<file path="config.mk">
export PLATFORM = sky130hd
export DESIGN_NAME = spi_cmd_queue
export DESIGN_NICKNAME = d
export VERILOG_FILES = /design/src/rtl/spi_cmd_queue.sv
export SDC_FILE = /design/constraint.sdc
export NUM_CORES = 1
export LEC_CHECK = 0
export CAP_MARGIN = 30
export CORE_UTILIZATION = 60
export CTS_CLUSTER_DIAMETER = 200
export CTS_CLUSTER_SIZE = 8
export DETAILED_ROUTE_END_ITERATION = 16
export PLACE_DENSITY = 0.81
export REMOVE_ABC_BUFFERS = 1
export SLEW_MARGIN = 20
export SYNTH_ARGS = -nofsm -noshare
export SYNTH_HDL_FRONTEND = slang
export SYNTH_SLANG_ARGS = --single-unit
</file>
<file path="constraint.sdc">
create_clock -name clk_i -period 6.06 [get_ports clk_i]
set_input_delay 1.212 -clock clk_i [delete_from_list [all_inputs] [get_ports clk_i]]
set_output_delay 1.212 -clock clk_i [all_outputs]
set_load 0.1 [all_outputs]
</file>
<file path="src/rtl/spi_cmd_queue.sv">
`default_nettype none
// ============================================================================
// Module   : spi_cmd_queue
// Purpose  : Command/response buffer in front of an SPI shift engine. Bus-side
//            {rw, byte} commands queue in a TX FIFO. A sequencer launches each
//            command on the engine and stores read results in an RX FIFO.
// Ports    : clk_i/rst_i       clock, async active-high reset
//            clr_i             sync clear of FIFOs, sticky flags and sequencer
//            tx_wr_i/tx_rw_i/tx_data_i, tx_full_o, tx_level_o   command side
//            rx_rd_i, rx_data_o, rx_empty_o, rx_overflow_o       result side
//            timeout_o, busy_o                                   status
//            spi_rw_o/spi_start_o/spi_tx_data_o, spi_done_i/spi_rx_data_i
//                                                                engine side
// Revision : 1.0 - initial release
// ============================================================================
module spi_cmd_queue #(
    parameter int DEPTH   = 8,
    parameter int TIMEOUT = 1023
) (
    input  logic                   clk_i,
    input  logic                   rst_i,
    input  logic                   clr_i,
    input  logic                   tx_wr_i,
    input  logic                   tx_rw_i,
    input  logic [7:0]             tx_data_i,
    output logic                   tx_full_o,
    output logic [$clog2(DEPTH):0] tx_level_o,
    input  logic                   rx_rd_i,
    output logic [7:0]             rx_data_o,
    output logic                   rx_empty_o,
    output logic                   rx_overflow_o,
    output logic                   timeout_o,
    output logic                   busy_o,
    output logic                   spi_rw_o,
    output logic                   spi_start_o,
    output logic [7:0]             spi_tx_data_o,
    input  logic                   spi_done_i,
    input  logic [7:0]             spi_rx_data_i
);

    localparam int C_AW = $clog2(DEPTH);
    localparam int C_LW = C_AW + 1;
    localparam int C_TW = $clog2(TIMEOUT + 1);
    localparam logic [C_LW-1:0] C_DEPTH = C_LW'(DEPTH);
    // Abort happens on the edge that would take the counter to TIMEOUT.
    localparam logic [C_TW-1:0] C_TLAST = C_TW'(TIMEOUT - 1);

    typedef enum logic [1:0] {
        S_IDLE    = 2'd0,
        S_START   = 2'd1,
        S_BUSY    = 2'd2,
        S_CAPTURE = 2'd3
    } state_t;

    logic [8:0] tx_mem [DEPTH];
    logic [7:0] rx_mem [DEPTH];

    logic [C_AW-1:0] tx_wp_q, tx_wp_d, tx_rp_q, tx_rp_d;
    logic [C_AW-1:0] rx_wp_q, rx_wp_d, rx_rp_q, rx_rp_d;
    logic [C_LW-1:0] tx_cnt_q, tx_cnt_d, rx_cnt_q, rx_cnt_d;
    state_t          state_q, state_d;
    logic [C_TW-1:0] tmo_q, tmo_d;
    logic            spi_start_q, spi_start_d;
    logic            spi_rw_q, spi_rw_d;
    logic [7:0]      spi_data_q, spi_data_d;
    logic            ovf_q, ovf_d;
    logic            tflag_q, tflag_d;

    logic w_tx_full, w_tx_empty, w_rx_full, w_rx_empty;
    logic w_tx_push, w_tx_pop, w_rx_push, w_rx_pop;

    assign w_tx_full  = (tx_cnt_q == C_DEPTH);
    assign w_tx_empty = (tx_cnt_q == '0);
    assign w_rx_full  = (rx_cnt_q == C_DEPTH);
    assign w_rx_empty = (rx_cnt_q == '0);

    // Full check deliberately ignores a same-cycle pop.
    assign w_tx_push = tx_wr_i && !w_tx_full && !clr_i;
    assign w_rx_pop  = rx_rd_i && !w_rx_empty && !clr_i;

    // Sequencer next-state
    always_comb begin
        state_d     = state_q;
        tmo_d       = tmo_q;
        spi_start_d = spi_start_q;
        spi_rw_d    = spi_rw_q;
        spi_data_d  = spi_data_q;
        ovf_d       = ovf_q;
        tflag_d     = tflag_q;
        w_tx_pop    = 1'b0;
        w_rx_push   = 1'b0;
        case (state_q)
            S_IDLE: begin
                // Launch only once the engine reports idle; this also covers
                // an engine still finishing a transfer abandoned by clr_i.
                if (!w_tx_empty && spi_done_i) begin
                    w_tx_pop    = 1'b1;
                    spi_data_d  = tx_mem[tx_rp_q][7:0];
                    spi_rw_d    = tx_mem[tx_rp_q][8];
                    spi_start_d = 1'b1;
                    tmo_d       = '0;
                    state_d     = S_START;
                end
            end
            S_START, S_BUSY: begin
                tmo_d = tmo_q + C_TW'(1);
                if (tmo_q == C_TLAST) begin
                    tflag_d     = 1'b1;
                    spi_start_d = 1'b0;
                    state_d     = S_IDLE;
                end else if (state_q == S_START && !spi_done_i) begin
                    spi_start_d = 1'b0;
                    state_d     = S_BUSY;
                end else if (state_q == S_BUSY && spi_done_i) begin
                    state_d = S_CAPTURE;
                end
            end
            S_CAPTURE: begin
                if (spi_rw_q) begin
                    if (w_rx_full) begin
                        ovf_d = 1'b1;
                    end else begin
                        w_rx_push = 1'b1;
                    end
                end
                state_d = S_IDLE;
            end
            default: state_d = S_IDLE;
        endcase
        if (clr_i) begin
            state_d     = S_IDLE;
            spi_start_d = 1'b0;
            ovf_d       = 1'b0;
            tflag_d     = 1'b0;
            w_tx_pop    = 1'b0;
            w_rx_push   = 1'b0;
        end
    end

    // FIFO pointer/level next-state
    always_comb begin
        tx_wp_d  = tx_wp_q + C_AW'(w_tx_push);
        tx_rp_d  = tx_rp_q + C_AW'(w_tx_pop);
        tx_cnt_d = tx_cnt_q + C_LW'(w_tx_push) - C_LW'(w_tx_pop);
        rx_wp_d  = rx_wp_q + C_AW'(w_rx_push);
        rx_rp_d  = rx_rp_q + C_AW'(w_rx_pop);
        rx_cnt_d = rx_cnt_q + C_LW'(w_rx_push) - C_LW'(w_rx_pop);
        if (clr_i) begin
            tx_wp_d  = '0;
            tx_rp_d  = '0;
            tx_cnt_d = '0;
            rx_wp_d  = '0;
            rx_rp_d  = '0;
            rx_cnt_d = '0;
        end
    end

    always_ff @(posedge clk_i or posedge rst_i) begin
        if (rst_i) begin
            state_q     <= S_IDLE;
            tmo_q       <= '0;
            spi_start_q <= 1'b0;
            spi_rw_q    <= 1'b0;
            spi_data_q  <= '0;
            ovf_q       <= 1'b0;
            tflag_q     <= 1'b0;
            tx_wp_q     <= '0;
            tx_rp_q     <= '0;
            tx_cnt_q    <= '0;
            rx_wp_q     <= '0;
            rx_rp_q     <= '0;
            rx_cnt_q    <= '0;
        end else begin
            state_q     <= state_d;
            tmo_q       <= tmo_d;
            spi_start_q <= spi_start_d;
            spi_rw_q    <= spi_rw_d;
            spi_data_q  <= spi_data_d;
            ovf_q       <= ovf_d;
            tflag_q     <= tflag_d;
            tx_wp_q     <= tx_wp_d;
            tx_rp_q     <= tx_rp_d;
            tx_cnt_q    <= tx_cnt_d;
            rx_wp_q     <= rx_wp_d;
            rx_rp_q     <= rx_rp_d;
            rx_cnt_q    <= rx_cnt_d;
        end
    end

    // Storage arrays need no reset; occupancy is tracked by the counters.
    always_ff @(posedge clk_i) begin
        if (w_tx_push) begin
            tx_mem[tx_wp_q] <= {tx_rw_i, tx_data_i};
        end
        if (w_rx_push) begin
            rx_mem[rx_wp_q] <= spi_rx_data_i;
        end
    end

    assign tx_full_o     = w_tx_full;
    assign tx_level_o    = tx_cnt_q;
    assign rx_data_o     = rx_mem[rx_rp_q];
    assign rx_empty_o    = w_rx_empty;
    assign rx_overflow_o = ovf_q;
    assign timeout_o     = tflag_q;
    assign busy_o        = (state_q != S_IDLE);
    assign spi_rw_o      = spi_rw_q;
    assign spi_start_o   = spi_start_q;
    assign spi_tx_data_o = spi_data_q;

endmodule
`default_nettype wire

</file>
==> results of run 1 <==
sequential cells by signal, summed over array words and instances, names as in the netlist:
| signal | cells |
|---|---|
| timeout_o | 1 |
| rx_wp_q | 3 |
| tx_wp_q | 3 |
| rx_overflow_o | 1 |
| state_q | 2 |
| spi_tx_data_o | 8 |
| rx_cnt_q | 4 |
| spi_start_o | 1 |
| tmo_q | 10 |
| tx_level_o | 4 |
| tx_mem | 72 |
| rx_mem | 64 |
| rx_rp_q | 3 |
| spi_rw_o | 1 |
| tx_rp_q | 3 |
worst max path at each step:
stage                     cells past startpoint                 endpoint                    start
after floorplan                               9  tx_level_o[1]$_DFF_PP0_  tx_level_o[3]$_DFF_PP0_
after global placement                        3             rx_data_o[1]     rx_rp_q[0]$_DFF_PP0_
after detailed placement                      3             rx_data_o[1]     rx_rp_q[0]$_DFF_PP0_
after CTS                                     3             rx_data_o[1]     rx_rp_q[0]$_DFF_PP0_
after global routing                          3             rx_data_o[1]     rx_rp_q[0]$_DFF_PP0_
final                                         3             rx_data_o[1]     rx_rp_q[0]$_DFF_PP0_
cells in the mapped netlist:
cell         n  share of area
a31oi_1      1        0.00083
nand3b_1     1         0.0010
nand4_1      1        0.00083
or3_1        3         0.0025
inv_1       20          0.010
mux4_2      34           0.10
a21bo_2      1         0.0013
nand2_2      1        0.00083
a21oi_1     19          0.013
clkbuf_1     6         0.0030
edfxtp_1   136           0.54
a22o_1       1         0.0012
nor2b_1     13          0.011
xor2_1       1         0.0012
a21o_1       2         0.0020
nand2_1     11         0.0055
or3b_2       1         0.0012
or4bb_2      1         0.0017
mux2i_1     10          0.013
buf_1        2         0.0010
dfrtp_1     44           0.15
or4_1        2         0.0020
a41oi_1      1         0.0012
nor3b_1      5         0.0050
a211oi_2     1         0.0017
and4bb_1     1         0.0017
and4_1       2         0.0023
mux2_2       9          0.013
a2111oi_0    1         0.0012
nand2b_1     7         0.0058
o21ai_0      6         0.0040
and3_2       1         0.0010
o31ai_1      1         0.0010
nor2_1      33          0.016
buf_4        1         0.0010
a31o_2       1         0.0012
clkbuf_2     1        0.00066
nor3_1       8         0.0053
xnor2_1      9          0.010
nand3_1      9         0.0060
fa_1         2         0.0053
ha_1        27          0.045
a211oi_1     1         0.0010
buf_2        6         0.0040
or3_4        1         0.0015
where the power goes:
part           switching [µW]  internal, µW
Clock                     425           599
Combinational             759           357
Sequential               88.5          1420
Total                    1270          2370
logic make-up after synthesis:
group | Yosys count | synth area share
AOI/OAI and AO/OA | 36 | 0.0291
xor gates and xnor gates | 10 | 0.0116
adders and majority gates | 29 | 0.0502
buffers and inverters | 36 | 0.0196
DFF | 180 | 0.689
muxes | 53 | 0.129
and+or+nand+nor | 101 | 0.0714
cell usage in the layout, fill, tap and decap left out, types with 3 or more instances in the layout:
cell and instances:
mux4_2 34, ha_1 27, o21ai_0 6, nand3_1 9, dfrtp_1 43, edfxtp_1 136, buf_4 6, clkbuf_1 5
clkbuf_8 3, nand2_1 11, inv_1 19, or3_1 3, nor3b_1 5, mux2i_1 10, xnor2_1 9, nor2b_1 13
mux2_2 9, nor2_1 33, clkbuf_16 17, nand2b_1 7, clkdlybuf4s50_1 49, nor3_1 6, a21oi_1 19
per-layer routing:
| layer | global-route usage | vias to the layer above | share of wire |
|---|---|---|---|
| li1 | - | 1819 | - |
| met1 | 0.278 | 1989 | 0.40 |
| met2 | 0.392 | 104 | 0.53 |
| met3 | 0.0484 | 17 | 0.054 |
| met4 | 0.0900 | 0 | 0.013 |
| met5 | 0 | - | 0 |
final cells by class:
| type | count | area [µm²] | share of cell area |
|---|---|---|---|
| clock buffers | 25 | 485 | 0.0552 |
| clock inverters | 7 | 71.3 | 0.00811 |
| inverters | 20 | 75.1 | 0.00854 |
| multi-input cells | 229 | 2200 | 0.250 |
| flip-flops and latches | 180 | 5190 | 0.590 |
| well taps | 168 | 210 | 0.0239 |
| repair buffers | 58 | 566 | 0.0643 |
critical path, cell delays in order, from the launching register on:
cell	delay, ps
dfrtp_2	720
mux4_2	610
mux2_2	300
clkdlybuf4s50_1	970
metrics by stage:
stage | instances | instance area [µm²] | hold slack [ps] | total power (µW) | setup WS (ps)
after floorplan | 429 | 7450 | 515 | 2370 | 1120
after global placement | 648 | 8170 | 483 | 2610 | 1980
after detailed placement | 651 | 8200 | 508 | 2650 | 1890
after CTS | 683 | 8760 | 521 | 3670 | 1380
after global routing | 687 | 8790 | 531 | 3790 | 1700
final | 687 | 8790 | 510 | 3650 | 1820
==> flow_summary.ini, run 1 <==
[placed_design]
hpwlAfterDp_um = 8740
place_congestion = 0.768
port_buffers = 49

[timing]
worst_pin_slew_ps = 1040
rsz0062_at_grt = no
fmax_ghz = 0.236
setup_tns_ps = 0
finalCriticalPeriod_ps = 4240
setup_viol = 0
finalCritPeriodShare = 0.700
slew_violations = 0
finalHoldViolations = 0
finClkSkew_ps = 11.7
relSlewSlack = 0.305

[finish]
fin_nets = 558
n_fill_cell = 764
num_antenna_cells = 0
drive_gt1_frac = 0.173
syn2layout_area_growth_pct = 16.9
final_util = 0.726

[die]
core_mm2 = 0.0121
fp-row-count = 40
dieArea_mm2 = 0.0130
die_w_um = 114
initial_core_util = 0.621
die_height_um = 114
io_pins = 50

[grt]
first_global_vias = 4028
grt_usage = 0.226
grt_max_degree = 28
antenna_found_initial = 0
overflow = 0
grt_pass1_wl_um = 21100

[detailed_routing]
wl_um = 13300
routedWlPerCell_um = 19.4
avgViaCountPerCell = 5.72
ant_nets = 0
dr.pass1.iters = 4
drc = 0
dr_total_vias = 3929
drt_iter0_drc = 276

[pwr]
power.leakage_uw = 0.00309
power-per-cell-area_mw_per_mm2 = 415
ir_drop_uv = 297

[clocking]
ctsHoldBuffers = 0
ctsRootBufferMaster = clkbuf_16
clock_latency_ps = 420
clk_pin_slew_ps = 60
cts_buffers = 17
cts.repair.resized = 0
clockBufferDepth = 2
post_cts_buffers = 0
cts.htree.levels = 4
clock-sinks = 180
tritoncts = built

[setup_path]
r2r_slack_ps = 3030
critPathKind = flop to primary output
critPathArrivalTime_ps = 3030
r2r_end = tx_level_o[2]$_DFF_PP0_
required_ps = 4850
worstPathMaxFanout = 17
endpoint_kind = primary output
start_kind = flop
r2r-start = tx_level_o[2]$_DFF_PP0_
rr_worst_depth = 11

[logic_synthesis]
netlist_area_mm2 = 0.00752
synth_cells = 445
ys_seq_area_frac = 0.689
ys_ff_latch = 180
synth-warning-count = 0
syn_area_per_cell_um2 = 16.9
ys_types = 45

[worst_hold_path]
hold_depth = 2
hold_end = rx_overflow_o$_DFFE_PP0P_
holdCritStartpoint = rx_overflow_o$_DFFE_PP0P_
hold_class = flop to flop

[run]
drv_cap = 0

[run_status]
status = finished clean
(Power assumes the default switching activity.)
==> inputs of run 2 (changes only) <==
--- a/config.mk
+++ b/config.mk
@@ -6,11 +6,11 @@
 export NUM_CORES = 1
 export LEC_CHECK = 0
 export CAP_MARGIN = 30
-export CORE_UTILIZATION = 60
+export CORE_UTILIZATION = 59
 export CTS_CLUSTER_DIAMETER = 200
 export CTS_CLUSTER_SIZE = 8
 export DETAILED_ROUTE_END_ITERATION = 16
-export PLACE_DENSITY = 0.81
+export PLACE_DENSITY = 0.8
 export REMOVE_ABC_BUFFERS = 1
 export SLEW_MARGIN = 20
 export SYNTH_ARGS = -nofsm -noshare
==> constraint.sdc (replaced) <==
create_clock -name clk_i -period 4 [get_ports clk_i]
set_input_delay 0.8 -clock clk_i [delete_from_list [all_inputs] [get_ports clk_i]]
set_output_delay 0.8 -clock clk_i [all_outputs]
set_load 0.1 [all_outputs]
==> run 2 against run 1 <==
  * Worst setup slack worse by 1100 ps
  * Critical path type unchanged
  * Critical endpoint is now busy_o
  * Sequential share of layout area down 0.21 points
  * Clock power up 46%
  * Critical path depth up 1
  * Highest routed layer unchanged
  * Via count up 2.4%
  * Power up 51%
  * Global-route usage up 1.1 points
  * Die area up 1.7%
  * Routed wire length up 3.3%
  * Core utilization down 0.35 points
  * Worst hold slack worse by 6.5 ps
  * First-iteration DRC count up 0.36%
==> flow_summary.ini, run 2 (same netlist as run 1, synthesis figures left out) <==
[clocking]
post_cts_buffers = 0
clock_latency_ps = 420
clk_pin_slew_ps = 60
ctsHoldBuffers = 0
cts.htree.levels = 4
clockBufferDepth = 2
cts.repair.resized = 0
ctsRootBufferMaster = clkbuf_16
cts_buffers = 17
tritoncts = built
clock-sinks = 180

[grt]
grt_max_degree = 45
grt_pass1_wl_um = 22400
first_global_vias = 4256
antenna_found_initial = 0
grt_usage = 0.237
overflow = 0

[timing]
finClkSkew_ps = 6.36
worst_pin_slew_ps = 999
finalCritPeriodShare = 0.813
slew_violations = 0
relSlewSlack = 0.332
setup_tns_ps = 0
rsz0062_at_grt = no
finalCriticalPeriod_ps = 3250
finalHoldViolations = 0
fmax_ghz = 0.307
setup_viol = 0

[worst_hold_path]
hold_class = flop to flop
holdCritStartpoint = timeout_o$_DFFE_PP0P_

[finish]
largest_reg_flops = 72
drive_gt1_frac = 0.210
syn2layout_area_growth_pct = 17.3
reg_top3 = tx_mem (72), rx_mem (64), tmo_q (10)
final_cell_mix = edfxtp_1 (136), dfrtp_1 (44), clkdlybuf4s50_1 (39)
fin_nets = 571
mostFrequentLayoutCell = edfxtp_1
num_antenna_cells = 0
postLayoutCellArea_mm2 = 0.00882
regMostFlops = tx_mem

[detailed_routing]
drt_iter0_drc = 277
dr.pass1.iters = 5
wl_um = 13700
routedWlPerCell_um = 19.7
drc = 0
ant_nets = 0
avgViaCountPerCell = 5.77
dr_total_vias = 4023

[pwr]
ir_drop_uv = 466
power.leakage_uw = 0.00315
power-per-cell-area_mw_per_mm2 = 622

[placed_design]
place_congestion = 0.781
hpwlAfterDp_um = 8810
port_buffers = 49
post_dp_cell_area_mm2 = 0.00828

[die]
die_height_um = 115
die_w_um = 115
dieArea_mm2 = 0.0132
fp-row-count = 40
initial_core_util = 0.616
core_mm2 = 0.0122
io_pins = 50

[setup_path]
start_kind = flop
r2r-start = tx_level_o[2]$_DFF_PP0_
critPathArrivalTime_ps = 2450
cp-startpoint = state_q[0]$_DFFE_PP0P_
critPathKind = flop to primary output
worstPathMaxFanout = 6
required_ps = 3200
endpoint_kind = primary output

[run_status]
status = finished clean

[run]
drv_cap = 0
## run 2: cell count changes in the layout (fill, tap and decap cells not counted), moves of 2 or more
cell             previous run  this run
clkdlybuf4s50_1            49        39
nor3_2                      2         0
clkbuf_8                    3         0
clkinv_2                    1         5
nor3_1                      6         8
clkbuf_1                    5         2
buf_4                       6        31
buf_2                       2         0
## run 2: worst max-delay path, cell delays in order (launching register included)
cell and delay [ps]:
dfrtp_1 380, inv_1 100, ha_1 290, inv_1 120, clkdlybuf4s50_1 1140
## run 2: path summary, 6_finish.rpt
| path | to | slack [ps] | depth (start not counted) |
|---|---|---|---|
| worst max-delay path | busy_o | 750 | 4 |
| worst min-delay path | timeout_o$_DFFE_PP0P_ | 500 | 2 |
| worst max register to register | tx_level_o[2]$_DFF_PP0_ | 1040 | 11 |
| worst min register to register | timeout_o$_DFFE_PP0P_ | 500 | 2 |
| max in group asynchronous | tx_wp_q[0]$_DFF_PP0_ | 2860 | 3 |
| min in group asynchronous | spi_tx_data_o[3]$_DFFE_PP0N_ | 680 | 2 |
## run 2: final cells by class
class / count / area [µm²]
well taps: 168 / 210
clock buffers: 19 / 433
flip-flops and latches: 180 / 5180
inverters: 20 / 75.1
repair buffers: 71 / 643
multi-input cells: 229 / 2190
clock inverters: 10 / 87.6
fillers: 796 / 3390
## run 2: layer usage
metal  vias to the layer above  track usage  wire length, µm
li1                       1840            -                -
met5                         -            0                0
met3                        14       0.0517              547
met2                       107        0.414             7470
met4                         0       0.0866              150
met1                      2062        0.292             5560
## run 2: power by group
group / internal, µW / leakage (µW) / switching, µW
Clock: 842 / 0.000254 / 645
Sequential: 2150 / 0.00180 / 115
Combinational: 541 / 0.00110 / 1200
## run 2: stage by stage
step	util	setup slack, ps	hold slack (ps)	cells	power (µW)
after CTS	0.721	742	513	696	5520
final	0.722	747	503	697	5490
after global routing	0.722	682	530	697	5720
after floorplan	-	-939	515	429	3590
after global placement	0.678	826	494	667	3970
after detailed placement	0.678	757	500	667	4030
